<file path="src/rtl/ssram_arbiter.sv">
// Round-robin two-master Wishbone arbiter in front of the single-port SSRAM slave.
// Ports: clk_i/rst_ni, masters m0_*/m1_* (cyc,stb,we,sel,addr,data,ack,err), slave s_*.
module ssram_arbiter #(
  parameter int unsigned TIMEOUT = 15
) (
  input  logic        clk_i,
  input  logic        rst_ni,
  input  logic        m0_cyc_i,
  input  logic        m0_stb_i,
  input  logic        m0_we_i,
  input  logic [3:0]  m0_sel_i,
  input  logic [31:0] m0_addr_i,
  input  logic [31:0] m0_data_i,
  output logic        m0_ack_o,
  output logic        m0_err_o,
  output logic [31:0] m0_data_o,
  input  logic        m1_cyc_i,
  input  logic        m1_stb_i,
  input  logic        m1_we_i,
  input  logic [3:0]  m1_sel_i,
  input  logic [31:0] m1_addr_i,
  input  logic [31:0] m1_data_i,
  output logic        m1_ack_o,
  output logic        m1_err_o,
  output logic [31:0] m1_data_o,
  output logic        s_cyc_o,
  output logic        s_stb_o,
  output logic        s_we_o,
  output logic [3:0]  s_sel_o,
  output logic [31:0] s_addr_o,
  output logic [31:0] s_data_o,
  input  logic        s_ack_i,
  input  logic [31:0] s_data_i
);

  typedef enum logic [1:0] {
    IDLE = 2'd0,
    BUSY = 2'd1,
    GAP  = 2'd2
  } state_t;

  state_t      state_q, state_d;
  logic        grant_q, grant_d;
  logic        last_q, last_d;
  logic [7:0]  wd_q, wd_d;

  logic        req0, req1, req_g, tmo;
  logic        ack, err;

  assign req0  = m0_cyc_i & m0_stb_i;
  assign req1  = m1_cyc_i & m1_stb_i;
  assign req_g = grant_q ? req1 : req0;
  assign tmo   = (wd_q == 8'(TIMEOUT - 1));

  always_ff @(posedge clk_i or negedge rst_ni) begin
    if (!rst_ni) begin
      state_q <= IDLE;
      grant_q <= 1'b0;
      last_q  <= 1'b1;
      wd_q    <= 8'd0;
    end else begin
      state_q <= state_d;
      grant_q <= grant_d;
      last_q  <= last_d;
      wd_q    <= wd_d;
    end
  end

  always_comb begin
    state_d  = state_q;
    grant_d  = grant_q;
    last_d   = last_q;
    wd_d     = wd_q;
    ack      = 1'b0;
    err      = 1'b0;
    s_cyc_o  = 1'b0;
    s_stb_o  = 1'b0;
    s_we_o   = 1'b0;
    s_sel_o  = 4'd0;
    s_addr_o = 32'd0;
    s_data_o = 32'd0;
    case (state_q)
      IDLE, GAP: begin
        if (req0 | req1) begin
          // On a tie the master that was not served last wins.
          grant_d = (req0 & req1) ? ~last_q : req1;
          state_d = BUSY;
          wd_d    = 8'd0;
        end else begin
          state_d = IDLE;
        end
      end
      BUSY: begin
        s_cyc_o  = 1'b1;
        s_stb_o  = 1'b1;
        s_we_o   = grant_q ? m1_we_i   : m0_we_i;
        s_sel_o  = grant_q ? m1_sel_i  : m0_sel_i;
        s_addr_o = grant_q ? m1_addr_i : m0_addr_i;
        s_data_o = grant_q ? m1_data_i : m0_data_i;
        ack      = s_ack_i;
        if (s_ack_i) begin
          state_d = GAP;
          last_d  = grant_q;
        end else if (!req_g) begin
          state_d = GAP;
          last_d  = grant_q;
        end else if (tmo) begin
          err     = 1'b1;
          state_d = GAP;
          last_d  = grant_q;
        end else begin
          wd_d = wd_q + 8'd1;
        end
      end
      default: state_d = IDLE;
    endcase
  end

  assign m0_ack_o  = ack & ~grant_q;
  assign m1_ack_o  = ack &  grant_q;
  assign m0_err_o  = err & ~grant_q;
  assign m1_err_o  = err &  grant_q;
  assign m0_data_o = s_data_i;
  assign m1_data_o = s_data_i;

endmodule

</file>
<file path="config.mk">
export PLATFORM = sky130hd
export DESIGN_NAME = ssram_arbiter
export DESIGN_NICKNAME = d
export VERILOG_FILES = /design/src/rtl/ssram_arbiter.sv
export SDC_FILE = /design/constraint.sdc
export NUM_CORES = 1
export LEC_CHECK = 0
export ABC_AREA = 1
export BUFFER_PORTS_ARGS = -buffer_cell sky130_fd_sc_hd__buf_2
export CAP_MARGIN = 20
export CORE_AREA = 5 5 120 122
export CTS_CLUSTER_SIZE = 12
export DETAILED_ROUTE_END_ITERATION = 8
export DIE_AREA = 0 0 125 127
export SLEW_MARGIN = 20
export SYNTH_ARGS = -nofsm -noshare
export SYNTH_HDL_FRONTEND = slang
export SYNTH_SLANG_ARGS = --single-unit
</file>
<file path="constraint.sdc">
create_clock -name clk_i -period 1.2 [get_ports clk_i]
set_input_delay 0 -clock clk_i [delete_from_list [all_inputs] [get_ports clk_i]]
set_output_delay 0 -clock clk_i [all_outputs]
set_load 0.05 [all_outputs]
</file>
Word level (Yosys, flattened, before mapping)
Cells that the tools add are included.
{ "word_totals": {"word_cells": 59, "ff_bits": 12, "out_inout_bits": 139} }
{ "classes": {"n_bitwise": 10, "n_eq_ne": 9, "n_reduce_logical": 6, "n_mux": 29, "n_addsub": 1} }
{ "op_table": {"columns": ["operator", "count"], "rows": [
  ["two-way mux 32 bit", 4],
  ["two-way mux 8 bit", 4],
  ["case mux 8 bit (2 select lines)", 1],
  ["two-way mux 1 bit", 14],
  ["adder 8 x 1 -> 8 bit, second input constant", 1],
  ["== test 8 x 4 -> 1 bit, second input constant", 1],
  ["two-way mux 4 bit", 2],
  ["!= test 2 bit, second input constant", 4],
  ["bitwise AND 1 bit", 7],
  ["two-way mux 2 bit", 3],
  ["AND reduction 5 bit", 1],
  ["!= test 4 bit, second input constant", 1],
  ["case mux 2 bit (2 select lines)", 1],
  ["AND reduction 2 bit", 2],
  ["!= test 3 x 2 -> 1 bit, second input constant", 1],
  ["== test 2 x 1 -> 1 bit, second input constant", 1],
  ["== test 2 bit, second input constant", 1],
  ["zero test 2 bit", 1],
  ["NOT 1 bit", 2],
  ["nonzero test 2 bit", 1],
  ["OR reduction 2 bit", 1],
  ["bitwise OR 1 bit", 1]
]} }

Logic depth before layout (Yosys ltp)
Gate-level depths: netlist of the first run.
{ "depth": {"depth_word": 6, "ltp_mapped": 10, "depth_no_buf": 10} }

Worst setup path before layout of the first run
No wires, ideal clock.
{ "synth_path": {"kind": "flip-flop to output port", "start": "reg state_q[1]", "end": "out m0_ack_o", "t_required_ns": 1.200, "t_arrival_ns": 2.007, "path_slack_ns": -0.807, "path_stages_with_launch": 5, "path_cell_list": "dfrtp_1 nor2_8 inv_4 buf_2 nor3_1"} }
{ "synth_via": {"elab_chain_cells": 3} }
{ "synth_rtl": {"columns": ["element", "line_no", "rtl"], "rows": [
  ["start, declared", "42", "state_t state_q, state_d;"],
  ["start signal, assigned", "62", "state_q <= state_d;"],
  ["== test 2 x 1 -> 1 bit", "82", "case (state_q)"],
  ["two-way mux 1 bit", "82", null],
  ["bitwise AND 1 bit", "119", "assign m0_ack_o = ack & ~grant_q;"],
  ["end, declared", "14", "output logic m0_ack_o,"]
]} }
No other way between the ends.

Final worst setup path of the first run
{ "layout_path": {"start": "reg grant_q", "end": "out s_data_o[18]"} }
{ "layout_via": {"elab_chain_cells": 2} }
{ "layout_rtl": {"columns": ["element", "line_no", "rtl"], "rows": [
  ["start, declared", "43", "logic grant_q, grant_d;"],
  ["start signal, assigned", "63", "grant_q <= grant_d;"],
  ["two-way mux 32 bit", "99", "s_data_o = grant_q ? m1_data_i : m0_data_i;"],
  ["two-way mux 32 bit", "82", null],
  ["end, declared", "31", "output logic [31:0] s_data_o,"]
]} }
No other way between the ends.

==> results of run 1 <==
[worst max-delay path, cell delays in order (launching register included)]
cell and delay [ns]:
dfrtp_2 0.47, inv_8 0.13, buf_12 0.17, buf_6 0.12, nand2_2 0.05, a21oi_4 0.15
buf_12 0.15
[registers in the layout, summed over array words and instances, names as in the netlist]
| register | count |
|---|---|
| state_q | 2 |
| wd_q | 8 |
| grant_q | 1 |
| last_q | 1 |
[worst paths after layout]
path	start	cells after the start	end
worst min-delay path	s_data_i[23]	0	m0_data_o[23]
worst max register to register	state_q[1]	9	wd_q[0]
worst min register to register	state_q[0]	1	grant_q
worst max-delay path	grant_q	6	s_data_o[18]
max in group asynchronous	rst_ni	2	last_q
min in group asynchronous	rst_ni	2	wd_q[7]
[what timing repair did]
item                                    CTS  global route
gates resized for setup                 156            41
endpoints found under the setup margin   84            86
endpoints found under the hold margin    12             0
gates cloned                              5             3
setup buffers                            10             1
hold buffers                              1             0
pin swaps                                 7             6
[cells in the final DEF (no fill, tap or decap), drive strengths merged]
cell         count
nor2            17
nand2          186
buf            256
nor3             3
clkbuf           7
nand3           12
a31o             1
inv             11
dlygate4sd3      1
dfstp            1
o21bai           1
dfrtp           11
o21ai            2
clkinv           1
bufbuf           2
ha               2
a21oi           70
xor2             1
[logic make-up after synthesis]
family	Yosys count
buffers and inverters	100
XOR/XNOR	1
AO/OA/AOI/OAI	74
flip-flops	12
AND/OR/NAND/NOR	216
adder cells (fa/ha/maj)	2
[metal layers]
layer,vias to the layer above,GRT usage,routed length (µm)
li1,1575,-,-
met1,1387,0.165,4920
met2,185,0.259,6560
met3,11,0.0447,1060
met4,0,0.0204,156
met5,-,0.00310,0
[stage by stage]
| stage | power [mW] | hold WS [ns] | setup WS (ns) |
|---|---|---|---|
| floorplan | 4.93 | -0.296 | -0.202 |
| global placement | 5.64 | -0.107 | -0.226 |
| detailed placement | 5.65 | -0.108 | -0.261 |
| CTS | 7.34 | 0.000498 | -0.312 |
| global route | 7.95 | 0.000120 | -0.366 |
| finish | 7.59 | 0.0000940 | -0.310 |
[report_power, final]
group | internal, mW | switching, mW
logic | 2.54 | 3.85
clock network | 0.502 | 0.165
registers | 0.478 | 0.0594
[layout make-up]
cell class | count | share of cell area
tap | 176 | 0.0417
inverter | 12 | 0.0114
sequential | 12 | 0.0573
timing repair buffer | 262 | 0.445
clock buffer | 4 | 0.0168
multi-input combinational | 295 | 0.428
==> out/metrics.csv, run 1 <==
metric,value,unit
ys_seq_area_frac,0.130,
syn_area,2310,µm²
syn-num-nets,584,
drt_first_pass_iters,4,
die_x,125,µm
numCtsBuffers,3,
synth_xor_area_frac,0.00378,
synthToLayoutAreaGrowth,128,%
synth-edff-count,0,
wl,12700,µm
grt_pass1_vias,3333,
core.rowCount,42,
vias_per_cell,4.15,
yosys.area.top_type_share,0.282,
synthTopCellsByArea,"nand2_1 (28%), buf_4 (21%), a21oi_1 (13%), dfrtp_1 (12%), a21oi_2 (3.8%)",
drv_cap,0,
route.detailed.drc,0,
post_drt_wl_per_cell,16.7,µm
postSynthCellCount,405,
root_buffer,clkbuf_16,
start_util,0.177,
ff_latch_area,303,µm²
final_cells,761,
grt_max_degree,35,
ios,316,
grt_pass1_wl,18300,µm
dieHeight,127,µm
numPortBuffers,219,
finalCritPeriodShare,1.26,
synth_top_family_by_area,simple AND/OR/NAND/NOR gates,
diodes,0,
timing.final.ws_setup,-0.310,ns
synth_common_cells,"nand2_1 (174), buf_4 (66), a21oi_1 (60)",
worst_ep_required_time,1.20,ns
finalSetupTns,-21.22,ns
antenna_found_initial,0,
final_area,5290,µm²
drive_gt1_frac,0.660,
die_area,15900,µm²
place_area,4270,µm²
fmax,0.662,GHz
fill_cells,1310,
slew_headroom,0.752,
multi_input_area,2260,µm²
clk_latency,0.24,ns
synthArstFlopShare,1.00,
fin_crit,1.51,ns
synth_mux_area_frac,0,
path_max_fanout,20,
place_hpwl,9420,µm
hold_viol_final,0,
power.ir.vdd_worst,1.32,mV
synthAdderAreaFrac,0.0108,
coreArea,13100,µm²
arrival,1.51,ns
ys_ff_latch,12,
cts_max_path_buffers,2,
clk_pin_slew,0.04,ns
end_kind,output port,
violations,negative setup slack,
rsz0062_at_grt,true,
yosys.cell_types.count,27,
regToRegSetupSlack,-0.29,ns
p_leak,2.39,nW
path_class,reg2out,
start_kind,flip-flop,
synth_compound_area_frac,0.179,
ant_nets,0,
pwr_density_cell,1440,nW/µm²
track_usage,0.141,
yosysWarnings,0,
num-nets-final,765,
htreeDepth,1,
finClkSkew,0.00120,ns
min_path_type,in2out,
syn_avg_cell_area,5.72,µm²
cts_tree,yes,
cts.sinks,12,
grt_overflow,0,
gp_congestion,0.851,
slew_violations,0,
vias,3158,
synth_largest_area_cell,nand2_1,
synthFlopType,dfrtp_1,
setup_viol,85,
yosys.area_share.simple,0.396,
dp_cells,738,
final_core_util,0.404,
first_iter_violations,56,
tightest_slew,0.372,ns
status,"complete, but fails checks",
synth.most_common_cell,nand2_1,
Power figures use the tool's default switching activity.
==> inputs of run 2 (changes only) <==
--- a/config.mk
+++ b/config.mk
@@ -8,10 +8,10 @@
 export ABC_AREA = 1
 export BUFFER_PORTS_ARGS = -buffer_cell sky130_fd_sc_hd__buf_2
 export CAP_MARGIN = 20
-export CORE_AREA = 5 5 120 122
+export CORE_AREA = 2 2 124 126
 export CTS_CLUSTER_SIZE = 12
 export DETAILED_ROUTE_END_ITERATION = 8
-export DIE_AREA = 0 0 125 127
+export DIE_AREA = 0 0 126 128
 export SLEW_MARGIN = 20
 export SYNTH_ARGS = -nofsm -noshare
 export SYNTH_HDL_FRONTEND = slang
==> run 2 against run 1 <==
Maximum frequency decreased by 2.0%. Design area increased by 5.7%. Count of clock-buffer cells in the layout unchanged. Power increased by 7.0%. The flow still finishes with violations (negative setup slack). Highest routed layer unchanged. Core utilization decreased by 2.8 points. Non-clock buffer count increased by 15. Critical path depth decreased by 1. First-iteration DRC count increased by 7.1%. Largest power group unchanged. Sequential share of layout area decreased by 0.31 points. Clock skew increased by 0.0018 ns. Register-to-register slack improved by 0.10 ns. Combinational power increased by 7.8%.
==> out/metrics.csv, run 2 (same netlist as run 1, synthesis figures left out) <==
metric,value,unit
drt_first_pass_iters,4,
final_common_cell,buf_2,
pwr_density_cell,1450,nW/µm²
synthToLayoutAreaGrowth,141,%
slew_headroom,0.809,
violations,negative setup slack,
max_stage_delay,0.47,ns
place_area,4270,µm²
diodes,0,
gp_congestion,0.776,
largest_register_ffs,8,
crit_family,buffers and inverters,
finalPower,8.12,mW
die_area,16100,µm²
start_util,0.156,
min_path_type,in2out,
path_cells,"buf_6, buf_12, nand2_1, a21oi_4, buf_6",
power.ir.vdd_worst,0.569,mV
timing.final.ws_setup,-0.340,ns
rsz0062_at_grt,true,
fmax,0.649,GHz
track_usage,0.127,
p_sw_frac,0.529,
route.detailed.drc,0,
finalSetupTns,-21.88,ns
worst_ep_required_time,1.20,ns
numCtsBuffers,3,
die_x,126,µm
power_frac_clock,0.084,
start_kind,flip-flop,
core.rowCount,45,
grt_pass1_wl,16400,µm
vias,3301,
grt_max_degree,33,
path_class,reg2out,
cts_tree,yes,
final_area,5590,µm²
final_cell_mix,"buf_2 (144), nand2_1 (119), buf_6 (81)",
vias_per_cell,4.19,
tightest_slew,0.286,ns
cts_max_path_buffers,2,
end_kind,output port,
antenna_found_initial,0,
critPathBufInv,3,
p_switching,4.29,mW
seqPwrFrac,0.067,
fin_crit,1.54,ns
first_iter_violations,60,
hold_viol_final,0,
finalCritPeriodShare,1.28,
ant_nets,0,
ff_latch_area,303,µm²
p_leak,2.53,nW
place_hpwl,7830,µm
slew_violations,0,
dp_slack,-0.207,ns
setup_viol,85,
ios,316,
reg_top3,"wd_q (8), state_q (2)",
wl,12000,µm
clk_latency,0.24,ns
p_comb_frac,0.849,
coreArea,14900,µm²
hold_slack,0.0000282,ns
crit_path_frequent_cell,buf_6,
grt_pass1_vias,3098,
drv_cap,0,
arrival,1.54,ns
htreeDepth,1,
numPortBuffers,219,
finClkSkew,0.00304,ns
regMostFlops,wd_q,
num-nets-final,780,
multi_input_area,2410,µm²
path_max_fanout,15,
p_int,3.83,mW
cts.sinks,12,
drive_gt1_frac,0.732,
dieHeight,128,µm
slowest_stage,dfrtp_2,
fill_cells,1484,
post_drt_wl_per_cell,15.2,µm
root_buffer,clkbuf_16,
status,"complete, but fails checks",
grt_overflow,0,
clk_pin_slew,0.04,ns
[run 2: metrics by stage]
| step | util | instances |
|---|---|---|
| detailed placement | 0.287 | 758 |
| finish | 0.376 | 788 |
| floorplan | - | 405 |
| CTS | 0.353 | 776 |
| global route | 0.376 | 788 |
| global placement | 0.287 | 758 |
[run 2: cell type report]
cell class | count | area share
clock buffer | 4 | 0.0159
inverter | 12 | 0.0107
multi-input combinational | 295 | 0.432
sequential | 12 | 0.0542
tap | 188 | 0.0421
timing repair buffer | 277 | 0.445
[run 2: per-layer routing]
layer | up-vias | global-route usage | routed length (µm)
met1 | 1521 | 0.149 | 4580
met4 | 0 | 0.0116 | 64
met3 | 9 | 0.0409 | 971
li1 | 1613 | - | -
met5 | - | 0 | 0
met2 | 158 | 0.234 | 6390
[run 2: timing repair]
action                                  4_1_cts  5_1_grt
setup buffers                                 6        9
pin swaps                                     4       10
gates cloned                                  7        6
hold endpoints to repair                     12        0
hold buffers                                  1        0
gates resized for setup                     189       61
endpoints found under the setup margin       85       85
[run 2: power groups by stage]
stage | clock [mW] | sequential (mW) | combinational (mW)
3_3_place_gp | 0 | 0.534 | 5.07
6_report | 0.683 | 0.545 | 6.89
4_1_cts | 0.703 | 0.542 | 6.46
3_5_place_dp | 0 | 0.536 | 5.09
5_1_grt | 0.725 | 0.551 | 7.24
2_1_floorplan | 0 | 0.528 | 4.40
[run 2: worst register-to-register path, delay by kind of cell, from the launching register on]
kind                   cells  cell delay, ns
buffers and inverters      5            0.60
AND/OR/NAND/NOR            4            0.37
flip-flops                 1            0.35
[run 2: path summary, 6_finish.rpt]
kind                               from       endpoint  slack (ns)  cells after the start
min in group asynchronous        rst_ni        wd_q[5]        0.17                      2
max                             grant_q   s_data_o[10]       -0.34                      5
min                        s_data_i[16]  m0_data_o[16]     0.00003                      0
min reg2reg                  state_q[0]        grant_q        0.51                      1
max in group asynchronous        rst_ni         last_q        0.75                      2
max reg2reg                  state_q[0]        wd_q[2]       -0.19                      9
==> inputs of run 3 (changes only) <==
--- a/config.mk
+++ b/config.mk
@@ -5,7 +5,6 @@
 export SDC_FILE = /design/constraint.sdc
 export NUM_CORES = 1
 export LEC_CHECK = 0
-export ABC_AREA = 1
 export BUFFER_PORTS_ARGS = -buffer_cell sky130_fd_sc_hd__buf_2
 export CAP_MARGIN = 20
 export CORE_AREA = 2 2 124 126
==> run 3 against run 2 <==
The flow still finishes with violations (negative setup slack). Hold slack hardly changed. Via count is 17% lower. Clock power hardly changed. Sequential cell count stayed put. First-iteration DRC count is 30% lower. Critical path type unchanged. Largest cell class is now multi-input gates.
==> out/metrics.csv, run 3 <==
metric,value,unit
status,"complete, but fails checks",
violations,negative setup slack,
cts.sinks,12,
gp_congestion,0.799,
syn_avg_cell_area,7.74,µm²
antenna_found_initial,1,
track_usage,0.130,
syn_area,2240,µm²
slowest_stage,or4b_4,
path_max_fanout,2,
power.ir.vdd_worst,1.14,mV
min_to,m0_data_o[19],
synthArstFlopShare,1.00,
finalCritPeriodShare,1.60,
synthFlopType,dfrtp_1,
yosys.area.top_type_share,0.313,
postSynthCellCount,289,
rr_worst_depth,6,
drt_first_pass_iters,4,
critPathBufInv,2,
crit_family,simple AND/OR/NAND/NOR gates,
fill_cells,1403,
pwr_density_cell,1300,nW/µm²
drive_gt1_frac,0.892,
final_common_cell,buf_2,
clk_latency,0.24,ns
p_int,4.16,mW
fmax,0.521,GHz
synthTopCellsByArea,"mux2i_1 (31%), buf_4 (22%), nor2_1 (13%), dfrtp_1 (12%), a2bb2oi_1 (2.0%)",
synthToLayoutAreaGrowth,163,%
holdPathStages,0,
wl,10900,µm
yosysWarnings,0,
arrival,1.92,ns
seqPwrFrac,0.066,
ys_ff_latch,12,
grt_pass1_vias,3075,
reg_top3,"wd_q (8), state_q (2)",
route.detailed.drc,0,
p_switching,3.45,mW
fin_crit,1.92,ns
htreeDepth,1,
synth_common_cells,"nor2_1 (75), mux2i_1 (70), buf_4 (66)",
slew_headroom,0.750,
end_kind,output port,
ant_nets,0,
die_x,126,µm
dp_slack,-0.622,ns
finClkSkew,0.00102,ns
root_buffer,clkbuf_16,
synth.most_common_cell,nor2_1,
vias_per_cell,4.10,
timing.final.ws_setup,-0.721,ns
start_util,0.151,
p_comb_frac,0.845,
numCtsBuffers,3,
vias,2737,
min_path_type,in2out,
reg2reg_from,wd_q[0],
syn-num-nets,468,
ys_seq_area_frac,0.135,
drv_cap,0,
hold_viol_final,0,
rr_endpoint,last_q,
coreArea,14900,µm²
synth_largest_area_cell,mux2i_1,
yosys.cell_types.count,33,
p_leak,2.31,nW
finalSetupTns,-39.81,ns
tightest_slew,0.375,ns
cts_tree,yes,
p_sw_frac,0.453,
crit_start,wd_q[0],
grt_max_degree,31,
largest_register_ffs,8,
ff_latch_area,305,µm²
multi_input_area,2780,µm²
numPortBuffers,219,
hold_start,s_data_i[19],
max_stage_delay,0.47,ns
power_frac_clock,0.090,
final_cell_mix,"buf_2 (144), nor2_4 (72), mux2i_4 (68)",
worst_ep_required_time,1.20,ns
rsz0062_at_grt,true,
regToRegSetupSlack,-0.65,ns
cts_max_path_buffers,2,
grt_overflow,0,
path_class,reg2out,
start_kind,flip-flop,
clk_pin_slew,0.04,ns
core.rowCount,45,
dieHeight,128,µm
num-nets-final,660,
regMostFlops,wd_q,
post_drt_wl_per_cell,16.4,µm
ios,316,
first_iter_violations,42,
grt_pass1_wl,16600,µm
slew_violations,0,
place_hpwl,7200,µm
die_area,16100,µm²
synth-edff-count,0,
setup_viol,85,
path_cells,"inv_1, ha_1, or4b_4, or3_4, nor2_4, buf_6",
diodes,0,
-- run 3: power groups by stage --
stage	Combinational, mW	Sequential (mW)	Clock, mW
3_3_place_gp	3.80	0.500	0
6_report	6.43	0.500	0.684
4_1_cts	6.35	0.500	0.698
2_1_floorplan	3.52	0.491	0
3_5_place_dp	3.81	0.502	0
5_1_grt	6.70	0.506	0.733
-- run 3: through the flow --
step	instances	utilization	hold WS [ns]	cell area [µm²]	power, mW
after floorplan	289	-	-0.296	2890	4.01
after global placement	651	0.262	-0.102	3900	4.30
after detailed placement	651	0.262	-0.101	3900	4.31
after CTS	668	0.388	0.000497	5770	7.54
after global routing	668	0.395	0.000107	5870	7.94
final	668	0.395	0.0000242	5870	7.62
-- run 3: timing repair --
item / CTS / global route
gates cloned: 8 / 0
hold buffers: 1 / 0
gates resized for setup: 345 / 28
endpoints found under the setup margin: 87 / 87
hold endpoints to repair: 12 / 0
pin swaps: 24 / 8
setup buffers: 11 / 2
-- run 3: worst max-delay path by stage --
stage,to,slack (ns),cells past startpoint
after global placement,last_q,-0.59,6
final,m1_err_o,-0.72,6
after detailed placement,last_q,-0.62,6
after floorplan,last_q,-0.62,6
after global routing,m1_err_o,-0.80,6
after CTS,m1_err_o,-0.74,6
-- run 3: per-layer routing --
metal	share of wire	vias to the layer above	GRT usage	routed length, µm
li1	-	1314	-	-
met1	0.35	1283	0.145	3820
met2	0.57	123	0.257	6280
met3	0.062	15	0.0259	677
met4	0.012	2	0.0220	127
met5	0.0015	-	0	16
-- run 3: layout make-up --
| cell class | count | area share |
|---|---|---|
| clock buffer | 4 | 0.0151 |
| inverter | 3 | 0.00234 |
| multi-input combinational | 191 | 0.472 |
| sequential | 12 | 0.0520 |
| tap | 188 | 0.0400 |
| timing repair buffer | 270 | 0.418 |
-- run 3: logic make-up after synthesis --
family,synth area share
simple gates,0.188
compound gates,0.0777
flops,0.135
fa+ha+maj,0.0112
mux,0.325
buf+inv,0.263
